**config.mk**
```make
export PLATFORM = sky130hd
export DESIGN_NAME = muldiv_unit
export DESIGN_NICKNAME = d
export VERILOG_FILES = /design/src/rtl/muldiv_unit.sv
export SDC_FILE = /design/constraint.sdc
export NUM_CORES = 1
export LEC_CHECK = 0
export BUFFER_PORTS_ARGS = -buffer_cell sky130_fd_sc_hd__buf_2
export CAP_MARGIN = 10
export CORE_MARGIN = 3
export CORE_UTILIZATION = 45
export CTS_BUF_LIST = sky130_fd_sc_hd__clkbuf_8
export CTS_CLUSTER_DIAMETER = 30
export DETAILED_ROUTE_END_ITERATION = 6
export PLACE_DENSITY_LB_ADDON = 0.08
export RECOVER_POWER = 25
export SLEW_MARGIN = 20
export SYNTH_ARGS = -nofsm -noshare
export SYNTH_HDL_FRONTEND = slang
export SYNTH_SLANG_ARGS = --single-unit
```
**constraint.sdc**
```tcl
create_clock -name clk -period 6.5 [get_ports clk]
set_clock_uncertainty 0.15 [all_clocks]
set_input_delay 0 -clock clk [delete_from_list [all_inputs] [get_ports clk]]
set_output_delay 0 -clock clk [all_outputs]
set_load 0.005 [all_outputs]
```
**src/rtl/muldiv_unit.sv**
```systemverilog
// Iterative MIPS-style HI/LO multiply/divide unit: shift-add multiply and restoring
// divide at one bit per cycle, with a one-cycle sign-fixup state before write-back.
module muldiv_unit #(
    parameter int WIDTH = 32
) (
    input  logic             clk,
    input  logic             rst_n,
    input  logic             start,
    input  logic [5:0]       fncode,
    input  logic [WIDTH-1:0] op_a,
    input  logic [WIDTH-1:0] op_b,
    input  logic             cancel,
    output logic             busy,
    output logic             done,
    output logic [WIDTH-1:0] hi,
    output logic [WIDTH-1:0] lo
);

    localparam int CW = $clog2(WIDTH);
    localparam logic [CW-1:0] LAST = CW'(WIDTH - 1);

    localparam logic [5:0] FN_MULT  = 6'b011000;
    localparam logic [5:0] FN_MULTU = 6'b011001;
    localparam logic [5:0] FN_DIV   = 6'b011010;
    localparam logic [5:0] FN_DIVU  = 6'b011011;
    localparam logic [5:0] FN_MTHI  = 6'b010001;
    localparam logic [5:0] FN_MTLO  = 6'b010011;

    typedef enum logic [1:0] {
        IDLE = 2'd0,
        RUN  = 2'd1,
        FIX  = 2'd2
    } state_e;

    state_e               state_q, state_d;
    logic [CW-1:0]        cnt_q, cnt_d;
    logic [2*WIDTH-1:0]   acc_q, acc_d;
    logic [WIDTH-1:0]     m_q, m_d;
    logic [WIDTH-1:0]     a_raw_q, a_raw_d;
    logic [WIDTH-1:0]     hi_q, hi_d;
    logic [WIDTH-1:0]     lo_q, lo_d;
    logic                 is_div_q, is_div_d;
    logic                 neg_res_q, neg_res_d;
    logic                 neg_rem_q, neg_rem_d;
    logic                 div_zero_q, div_zero_d;
    logic                 done_q, done_d;

    logic                 fn_mul, fn_div, fn_signed;
    logic                 a_neg, b_neg;
    logic [WIDTH-1:0]     a_mag, b_mag;
    logic [WIDTH-1:0]     mul_addend;
    logic [WIDTH:0]       mul_sum;
    logic [WIDTH:0]       div_shift;
    logic                 div_ok;
    logic [WIDTH-1:0]     div_sub, div_rem;
    logic [2*WIDTH-1:0]   mul_next, div_next, prod_fix;
    logic [WIDTH-1:0]     quo, rem;

    assign fn_mul    = (fncode == FN_MULT) || (fncode == FN_MULTU);
    assign fn_div    = (fncode == FN_DIV)  || (fncode == FN_DIVU);
    assign fn_signed = (fncode == FN_MULT) || (fncode == FN_DIV);
    assign a_neg     = fn_signed && op_a[WIDTH-1];
    assign b_neg     = fn_signed && op_b[WIDTH-1];
    assign a_mag     = a_neg ? -op_a : op_a;
    assign b_mag     = b_neg ? -op_b : op_b;

    // acc holds {partial product, remaining multiplier} or {partial remainder, dividend/quotient}.
    assign mul_addend = acc_q[0] ? m_q : '0;
    assign mul_sum    = {1'b0, acc_q[2*WIDTH-1:WIDTH]} + {1'b0, mul_addend};
    assign mul_next   = {mul_sum, acc_q[WIDTH-1:1]};

    // The successful difference is always below the divisor, so W-bit subtraction suffices.
    assign div_shift  = acc_q[2*WIDTH-1:WIDTH-1];
    assign div_ok     = div_shift >= {1'b0, m_q};
    assign div_sub    = div_shift[WIDTH-1:0] - m_q;
    assign div_rem    = div_ok ? div_sub : div_shift[WIDTH-1:0];
    assign div_next   = {div_rem, acc_q[WIDTH-2:0], div_ok};

    assign prod_fix   = neg_res_q ? -acc_q : acc_q;
    assign quo        = acc_q[WIDTH-1:0];
    assign rem        = acc_q[2*WIDTH-1:WIDTH];

    always_comb begin
        state_d    = state_q;
        cnt_d      = cnt_q;
        acc_d      = acc_q;
        m_d        = m_q;
        a_raw_d    = a_raw_q;
        hi_d       = hi_q;
        lo_d       = lo_q;
        is_div_d   = is_div_q;
        neg_res_d  = neg_res_q;
        neg_rem_d  = neg_rem_q;
        div_zero_d = div_zero_q;
        done_d     = 1'b0;

        case (state_q)
            IDLE: begin
                if (start && !cancel) begin
                    if (fn_mul || fn_div) begin
                        state_d    = RUN;
                        cnt_d      = '0;
                        m_d        = fn_mul ? a_mag : b_mag;
                        acc_d      = {{WIDTH{1'b0}}, (fn_mul ? b_mag : a_mag)};
                        a_raw_d    = op_a;
                        is_div_d   = fn_div;
                        neg_res_d  = a_neg ^ b_neg;
                        neg_rem_d  = a_neg;
                        div_zero_d = (op_b == '0);
                    end else if (fncode == FN_MTHI) begin
                        hi_d   = op_a;
                        done_d = 1'b1;
                    end else if (fncode == FN_MTLO) begin
                        lo_d   = op_a;
                        done_d = 1'b1;
                    end
                end
            end
            RUN: begin
                if (cancel) begin
                    state_d = IDLE;
                    cnt_d   = '0;
                end else begin
                    acc_d = is_div_q ? div_next : mul_next;
                    if (cnt_q == LAST) begin
                        state_d = FIX;
                        cnt_d   = '0;
                    end else begin
                        cnt_d = cnt_q + 1'b1;
                    end
                end
            end
            FIX: begin
                state_d = IDLE;
                if (!cancel) begin
                    done_d = 1'b1;
                    if (div_zero_q && is_div_q) begin
                        hi_d = a_raw_q;
                        lo_d = '1;
                    end else if (is_div_q) begin
                        lo_d = neg_res_q ? -quo : quo;
                        hi_d = neg_rem_q ? -rem : rem;
                    end else begin
                        hi_d = prod_fix[2*WIDTH-1:WIDTH];
                        lo_d = prod_fix[WIDTH-1:0];
                    end
                end
            end
            default: begin
                state_d = IDLE;
                cnt_d   = '0;
            end
        endcase
    end

    always_ff @(posedge clk or negedge rst_n) begin
        if (!rst_n) begin
            state_q    <= IDLE;
            cnt_q      <= '0;
            acc_q      <= '0;
            m_q        <= '0;
            a_raw_q    <= '0;
            hi_q       <= '0;
            lo_q       <= '0;
            is_div_q   <= 1'b0;
            neg_res_q  <= 1'b0;
            neg_rem_q  <= 1'b0;
            div_zero_q <= 1'b0;
            done_q     <= 1'b0;
        end else begin
            state_q    <= state_d;
            cnt_q      <= cnt_d;
            acc_q      <= acc_d;
            m_q        <= m_d;
            a_raw_q    <= a_raw_d;
            hi_q       <= hi_d;
            lo_q       <= lo_d;
            is_div_q   <= is_div_d;
            neg_res_q  <= neg_res_d;
            neg_rem_q  <= neg_rem_d;
            div_zero_q <= div_zero_d;
            done_q     <= done_d;
        end
    end

    assign busy = (state_q != IDLE);
    assign done = done_q;
    assign hi   = hi_q;
    assign lo   = lo_q;

endmodule

```
==> results of run 1 <==
==> kinds of logic after synthesis <==
logic type,after synthesis
flops,204
compound gates,681
fa+ha+maj,72
buf+inv,217
mux,66
xor+xnor,168
simple gates,813
==> placed cells by master, fill, tap and decap left out, types with 15 or more instances in the layout <==
master / Yosys / routed
a21o_1: 26 / 26
nor4_1: 18 / 18
nor2_1: 220 / 217
nand4_1: 16 / 16
a211oi_1: 20 / 20
o31ai_1: 25 / 25
dfrtp_1: 204 / 203
dlygate4sd3_1: 0 / 95
nand2_1: 328 / 326
buf_2: 5 / 134
buf_4: 3 / 24
or3_1: 19 / 18
inv_1: 62 / 68
o21ai_0: 204 / 204
a21oi_1: 169 / 168
nor3_1: 64 / 63
nand3_1: 43 / 43
clkbuf_8: 0 / 69
nand2b_1: 17 / 16
xor2_1: 52 / 52
o22ai_1: 36 / 36
a22oi_1: 23 / 23
ha_1: 70 / 70
o211ai_1: 15 / 15
xnor2_1: 116 / 116
mux2i_1: 58 / 58
a31oi_1: 39 / 39
==> worst reg2reg max path, stage by stage (launching register included) <==
cell	delay (ns)
dfrtp_1	0.46
clkinv_1	0.90
nor2_1	0.70
ha_1	0.40
a21oi_1	0.19
nor2_1	0.06
o21a_1	0.18
o41a_1	0.36
or3_1	0.35
o21a_1	0.22
a221oi_1	0.33
xnor2_1	0.11
a221o_1	0.30
==> area by class of cell <==
class / instances / area share
well taps: 504 / 0.0311
inverters: 63 / 0.0117
clock inverters: 44 / 0.0214
diodes: 1 / 0.000124
flip-flops and latches: 204 / 0.252
multi-input cells: 1800 / 0.545
repair buffers: 260 / 0.0915
clock buffers: 69 / 0.0469
==> sequential cells by signal (all words and copies together) (netlist names) <==
register    count
done            1
cnt_q           5
neg_res_q       1
a_raw_q        32
m_q            32
lo             32
is_div_q        1
div_zero_q      1
neg_rem_q       1
acc_q          64
hi             32
state_q         2
==> power by group <==
| group | internal (µW) | switching [µW] | total, µW |
|---|---|---|---|
| clock network | 1230 | 808 | 2040 |
| registers | 1510 | 458 | 1960 |
| logic | 1260 | 1990 | 3250 |
| total | 4000 | 3260 | 7260 |
==> timing repair <==
item,CTS,global route
gates resized for setup,0,0
hold buffers,96,0
endpoints found under the hold margin,374,0
==> layer usage <==
layer | share of wire | vias up
met5 | 0 | -
met4 | 0.043 | 0
met3 | 0.10 | 143
met2 | 0.42 | 950
met1 | 0.43 | 8731
li1 | - | 8325
==> metrics by stage <==
stage	power, µW	worst slack (ns)	util
after floorplan	4010	3.10	-
after global placement	5090	1.90	0.486
after detailed placement	5080	1.86	0.486
after CTS	7180	1.84	0.550
after global routing	7650	1.54	0.549
final	7260	1.69	0.549
==> path summary, 6_finish.rpt <==
check,startpoint,end,slack (ns),cells past startpoint
max,acc_q[0],acc_q[60],1.69,12
min,op_a[23],a_raw_q[23],0.05,4
max reg2reg,acc_q[0],acc_q[60],1.69,12
min reg2reg,a_raw_q[8],a_raw_q[8],0.32,2
max in group asynchronous,rst_n,is_div_q,2.26,4
min in group asynchronous,rst_n,hi[11],0.44,4
==> impl_metrics.py, run 1 <==
metrics = {
    "grt": {
        "grt_max_degree": 121,
        "grt_pass1_wl_um": 106000,
        "grtUsageMet2": 0.525,
        "grt_pass1_vias": 16900,
        "grt_util_met3": 0.0861,
        "track_usage": 0.354,
        "grt_overflow": 0,
        "use_met1": 0.497,
        "antenna_found_initial": 1,
        "grt-busiest-layer": "met2",
    },
    "clock_tree": {
        "clk_pin_slew_ns": 0.06,
        "clk-insertion-delay-late_ns": 0.68,
        "cts_setup_buffers": 0,
        "htree_levels": 2,
        "cts_buffer_depth": 3,
        "cts_num_sinks": 204,
        "cts-root-buf": "clkbuf_8",
        "cts_buffers": 61,
        "cts_tree": "done",
    },
    "placed_design": {
        "dpl_cell_area_um2": 17900,
        "gp_congestion": 1.01,
        "port_buffers": 139,
        "dp_cells": 2735,
        "dpl.hpwl_um": 53100,
    },
    "final_layout": {
        "stdcell_count": 2945,
        "nets": 2536,
        "fillers": 3546,
        "final_cell_area_um2": 20300,
        "drive_gt1_frac": 0.127,
        "multi_input_area_um2": 11000,
        "synthToLayoutAreaGrowth_pct": 19.7,
        "final-seq-area_um2": 5110,
    },
    "synth": {
        "ys_ff_latch": 204,
        "synth_area_um2": 16900,
        "synth_edf_count": 0,
        "synthMuxAreaShare": 0.0396,
        "synth.top_cell.area_share": 0.302,
        "synth_nets": 2367,
        "syn_area_per_cell_um2": 7.62,
        "yosysTopAreaCell": "dfrtp_1",
        "synth-compound-area-share": 0.250,
        "synth-simple-area-share": 0.218,
        "yosysWarnings": 0,
        "synthCells": 2221,
        "async_reset_ff_frac": 1.00,
        "synth_most_common_cell": "nand2_1",
        "yosysSeqAreaShare": 0.302,
        "synth_top_family_by_area": "compound AO/OA/AOI/OAI gates",
        "synthXorXnorAreaFrac": 0.0870,
        "ys.flop_type": "dfrtp_1",
        "synth_area_leaders": "dfrtp_1, nand2_1, o21ai_0, xnor2_1, ha_1",
        "yosys.area_share.adder": 0.0541,
        "synth_cell_types": 83,
        "netlist_top_cells_count": "nand2_1, nor2_1, dfrtp_1, o21ai_0, a21oi_1",
    },
    "worst_setup_path": {
        "crit_fanout": 32,
        "crit_type": "reg2reg",
        "cp_num_buf_inv": 1,
        "endpoint_kind": "flip-flop",
        "cp_cell_sequence": "clkinv_1 > nor2_1 > ha_1 > a21oi_1 > nor2_1 > o21a_1 > o41a_1 > or3_1 > o21a_1 > a221oi_1 > xnor2_1 > a221o_1",
        "required_ns": 6.90,
        "crit_arrival_ns": 5.21,
        "critPathMaxStageDelay_ns": 0.90,
        "crit_family": "compound AO/OA/AOI/OAI gates",
        "startpoint_type": "flip-flop",
        "crit_slowest_cell": "clkinv_1",
    },
    "route": {
        "totalWireLength_um": 72300,
        "drcViolationCount": 0,
        "wl_per_cell_um": 24.6,
        "dr.pass1.iters": 6,
        "first_iter_violations": 1846,
        "drtAntennaViolNets": 0,
        "routed-via-count": 18100,
        "viasPerCell": 6.16,
    },
    "timing": {
        "max-slew-margin-rel": -1.26,
        "setup_violations": 0,
        "fin_hold_ws_ns": 0.0498,
        "tns_ns": 0,
        "rsz0062_at_grt": "no",
        "timing.fmax_mhz": 208,
        "period_needed_ns": 4.81,
        "tightest_slew_ns": 3.40,
        "final.period_utilization": 0.740,
        "hold_viol": 0,
        "drv_slew": 121,
    },
    "run_status": {
        "violations": "capacitance limit, slew limit",
        "status": "complete, but fails checks",
    },
    "floorplan": {
        "core_um2": 36900,
        "initial_core_util": 0.459,
        "chipWidth_um": 200,
        "die_h_um": 200,
        "die-area_um2": 40000,
        "num_io_pins": 140,
        "num_rows": 70,
    },
    "job": {
        "maxCapViolCount": 1,
    },
    "power": {
        "p_leak_uw": 0.00907,
        "peakVddDrop_uv": 147,
        "powerDensity_nw_per_um2": 358,
    },
    "hold_path": {
        "min_path_type": "in2reg",
    },
}
(Power assumes the default switching activity.)
==> run 2: changes to the inputs <==
- ABC_AREA: not set -> 1
- clock period: 6.5 -> 4.6 ns (I/O delays scaled with it)
==> run 2 against run 1 <==
  * Via count up 36%
  * Synthesized cell count up 48%
  * Maximum frequency grew 31%
  * Combinational power up 87%
  * Highest routed layer is now met5
  * The flow still finishes with violations (capacitance limit, slew limit)
  * First-iteration DRC count grew 96%
==> impl_metrics.py, run 2 <==
metrics = {
    "grt": {
        "grt_pass1_vias": 22500,
        "use_met1": 0.581,
        "antenna_found_initial": 4,
        "grt_max_degree": 125,
        "grt_overflow": 0,
        "grt_pass1_wl_um": 143000,
        "grtUsageMet2": 0.559,
        "grt_util_met3": 0.144,
        "track_usage": 0.411,
        "grt-busiest-layer": "met1",
    },
    "power": {
        "switching_share": 0.516,
        "p_leak_uw": 0.0117,
        "peakVddDrop_uv": 339,
        "power_switching_uw": 6150,
        "powerDensity_nw_per_um2": 516,
        "power_frac_seq": 0.239,
        "combPwrFrac": 0.511,
        "intPower_uw": 5760,
        "clock_power_share": 0.250,
    },
    "timing": {
        "hold_viol": 0,
        "tightest_slew_ns": 2.27,
        "timing.fmax_mhz": 272,
        "fin_hold_ws_ns": 0.0455,
        "fin_ws_ns": 0.926,
        "setup_violations": 0,
        "final.period_utilization": 0.799,
        "tns_ns": 0,
        "period_needed_ns": 3.67,
        "rsz0062_at_grt": "no",
        "drv_slew": 81,
        "max-slew-margin-rel": -0.516,
    },
    "synth": {
        "netlist_top_cells_count": "nand2_1, nor2_1, inv_1, nand3_1, a21oi_1",
        "yosysSeqAreaShare": 0.261,
        "synth_edf_count": 0,
        "synth_nets": 3444,
        "ys.flop_type": "dfrtp_1",
        "ys_ff_latch": 204,
        "yosysWarnings": 0,
        "yosysTopAreaCell": "dfrtp_1",
        "synth_cell_types": 50,
        "async_reset_ff_frac": 1.00,
        "synth_area_um2": 19600,
        "synth_area_leaders": "dfrtp_1, nand2_1, nor2_1, nand3_1, inv_1",
        "synth_most_common_cell": "nand2_1",
        "synth.top_cell.area_share": 0.261,
        "syn_area_per_cell_um2": 5.93,
        "synthCells": 3298,
    },
    "clock_tree": {
        "clk-insertion-delay-late_ns": 0.69,
        "cts-root-buf": "clkbuf_8",
        "clk_pin_slew_ns": 0.05,
        "cts_setup_buffers": 0,
        "cts_hold_buffers": 96,
        "cts_tree": "done",
        "cts_num_sinks": 204,
        "post_cts_resized": 0,
        "htree_levels": 3,
        "cts_buffers": 66,
        "cts_buffer_depth": 3,
    },
    "hold_path": {
        "min_path_type": "in2reg",
        "worstHoldStart": "op_a[16]",
        "min_path_cells": 4,
        "worstHoldEndpoint": "a_raw_q[16]",
    },
    "final_layout": {
        "synthToLayoutAreaGrowth_pct": 18.0,
        "final-seq-area_um2": 5110,
        "top_register": "acc_q",
        "largest_reg_flops": 64,
        "nets": 3653,
        "multi_input_area_um2": 12500,
        "most-common-layout-cells": "nand2_1, nor2_1, inv_1, nand3_1, a21oi_1",
        "final_common_cell": "nand2_1",
        "fillers": 4413,
        "drive_gt1_frac": 0.0902,
    },
    "route": {
        "dr.pass1.iters": 7,
        "totalWireLength_um": 98500,
        "wl_per_cell_um": 23.8,
        "viasPerCell": 5.97,
        "routed-via-count": 24700,
        "drtAntennaViolNets": 0,
        "drcViolationCount": 0,
        "first_iter_violations": 3621,
    },
    "worst_setup_path": {
        "crit_fanout": 21,
        "rrSetupSlack_ns": 0.93,
        "rr_endpoint": "acc_q[60]",
        "crit_type": "reg2reg",
        "endpoint_kind": "flip-flop",
        "crit_arrival_ns": 4.03,
        "required_ns": 4.95,
        "regToRegStartpoint": "acc_q[0]",
        "r2r_cells": 15,
        "startpoint_type": "flip-flop",
    },
    "floorplan": {
        "initial_core_util": 0.461,
        "num_rows": 75,
        "core_um2": 42400,
        "die-area_um2": 46000,
        "die_h_um": 215,
        "chipWidth_um": 215,
        "num_io_pins": 140,
    },
    "run_status": {
        "violations": "capacitance limit, slew limit",
        "status": "complete, but fails checks",
    },
    "job": {
        "maxCapViolCount": 1,
    },
    "placed_design": {
        "dp_slack_ns": 1.13,
        "dpl.hpwl_um": 76300,
        "port_buffers": 139,
        "gp_congestion": 1.16,
    },
}
==> run 2: cell count changes after synthesis, sizes merged, moves of 69 or more <==
cell	delta
xnor2	-107
inv	+322
o21ai	+69
nor2	+295
nand2	+531
nand3	+262
a21oi	+105
==> run 2: cells by family after synthesis <==
family	after synthesis	synth area share
DFF	204	0.261
AOI/OAI and AO/OA	659	0.181
xor gates and xnor gates	51	0.0228
and+or+nand+nor	1796	0.385
adders and majority gates	72	0.0468
buffers and inverters	516	0.103
==> run 2: layer usage <==
| layer | routed length (µm) | vias up |
|---|---|---|
| li1 | - | 11200 |
| met1 | 40800 | 11600 |
| met2 | 38400 | 1683 |
| met3 | 14200 | 256 |
| met4 | 5070 | 2 |
| met5 | 13 | - |
==> run 2: area by class of cell <==
cell class / count / share of cell area
tap: 577 / 0.0313
multi-input combinational: 2578 / 0.540
timing repair buffer: 265 / 0.0813
antenna: 3 / 0.000325
inverter: 392 / 0.0637
clock buffer: 79 / 0.0471
clock inverter: 39 / 0.0148
sequential: 204 / 0.221
==> run 2: power groups by stage <==
stage / clock network (µW) / registers, µW / logic, µW
2_1_floorplan: 0 / 2540 / 3750
3_3_place_gp: 0 / 2790 / 5730
3_5_place_dp: 0 / 2810 / 5690
4_1_cts: 2980 / 2790 / 5790
5_1_grt: 3110 / 2860 / 6510
6_report: 2980 / 2850 / 6090
==> run 2: worst max path at each step <==
stage / endpoint / start / slack, ns
3_5_place_dp: acc_q[60] / acc_q[0] / 1.13
5_1_grt: acc_q[58] / acc_q[0] / 0.80
4_1_cts: acc_q[60] / acc_q[0] / 1.09
6_report: acc_q[60] / acc_q[0] / 0.93
2_1_floorplan: acc_q[61] / acc_q[0] / 1.90
3_3_place_gp: acc_q[62] / acc_q[0] / 1.07
==> run 2: critical path, cell delays in order, from the launching register on <==
cell,delay [ns]
dfrtp_1,0.76
buf_4,0.42
nand2_1,0.26
inv_1,0.15
ha_1,0.30
a21oi_1,0.27
o21a_1,0.23
nor2_1,0.06
nor2_1,0.20
nor2_1,0.07
nor2_1,0.18
nand2_1,0.08
nand2_1,0.06
nand3_1,0.13
nand3_1,0.15
nand2_1,0.06
==> run 2: through the flow <==
| stage | cell area (µm²) | power [µW] | instances | utilization |
|---|---|---|---|---|
| after CTS | 23100 | 11600 | 4134 | 0.545 |
| final | 23100 | 11900 | 4137 | 0.544 |
| after global routing | 23100 | 12500 | 4134 | 0.544 |
| after global placement | 20700 | 8520 | 3920 | 0.489 |
| after detailed placement | 20700 | 8500 | 3920 | 0.489 |
| after floorplan | 19600 | 6290 | 3298 | - |
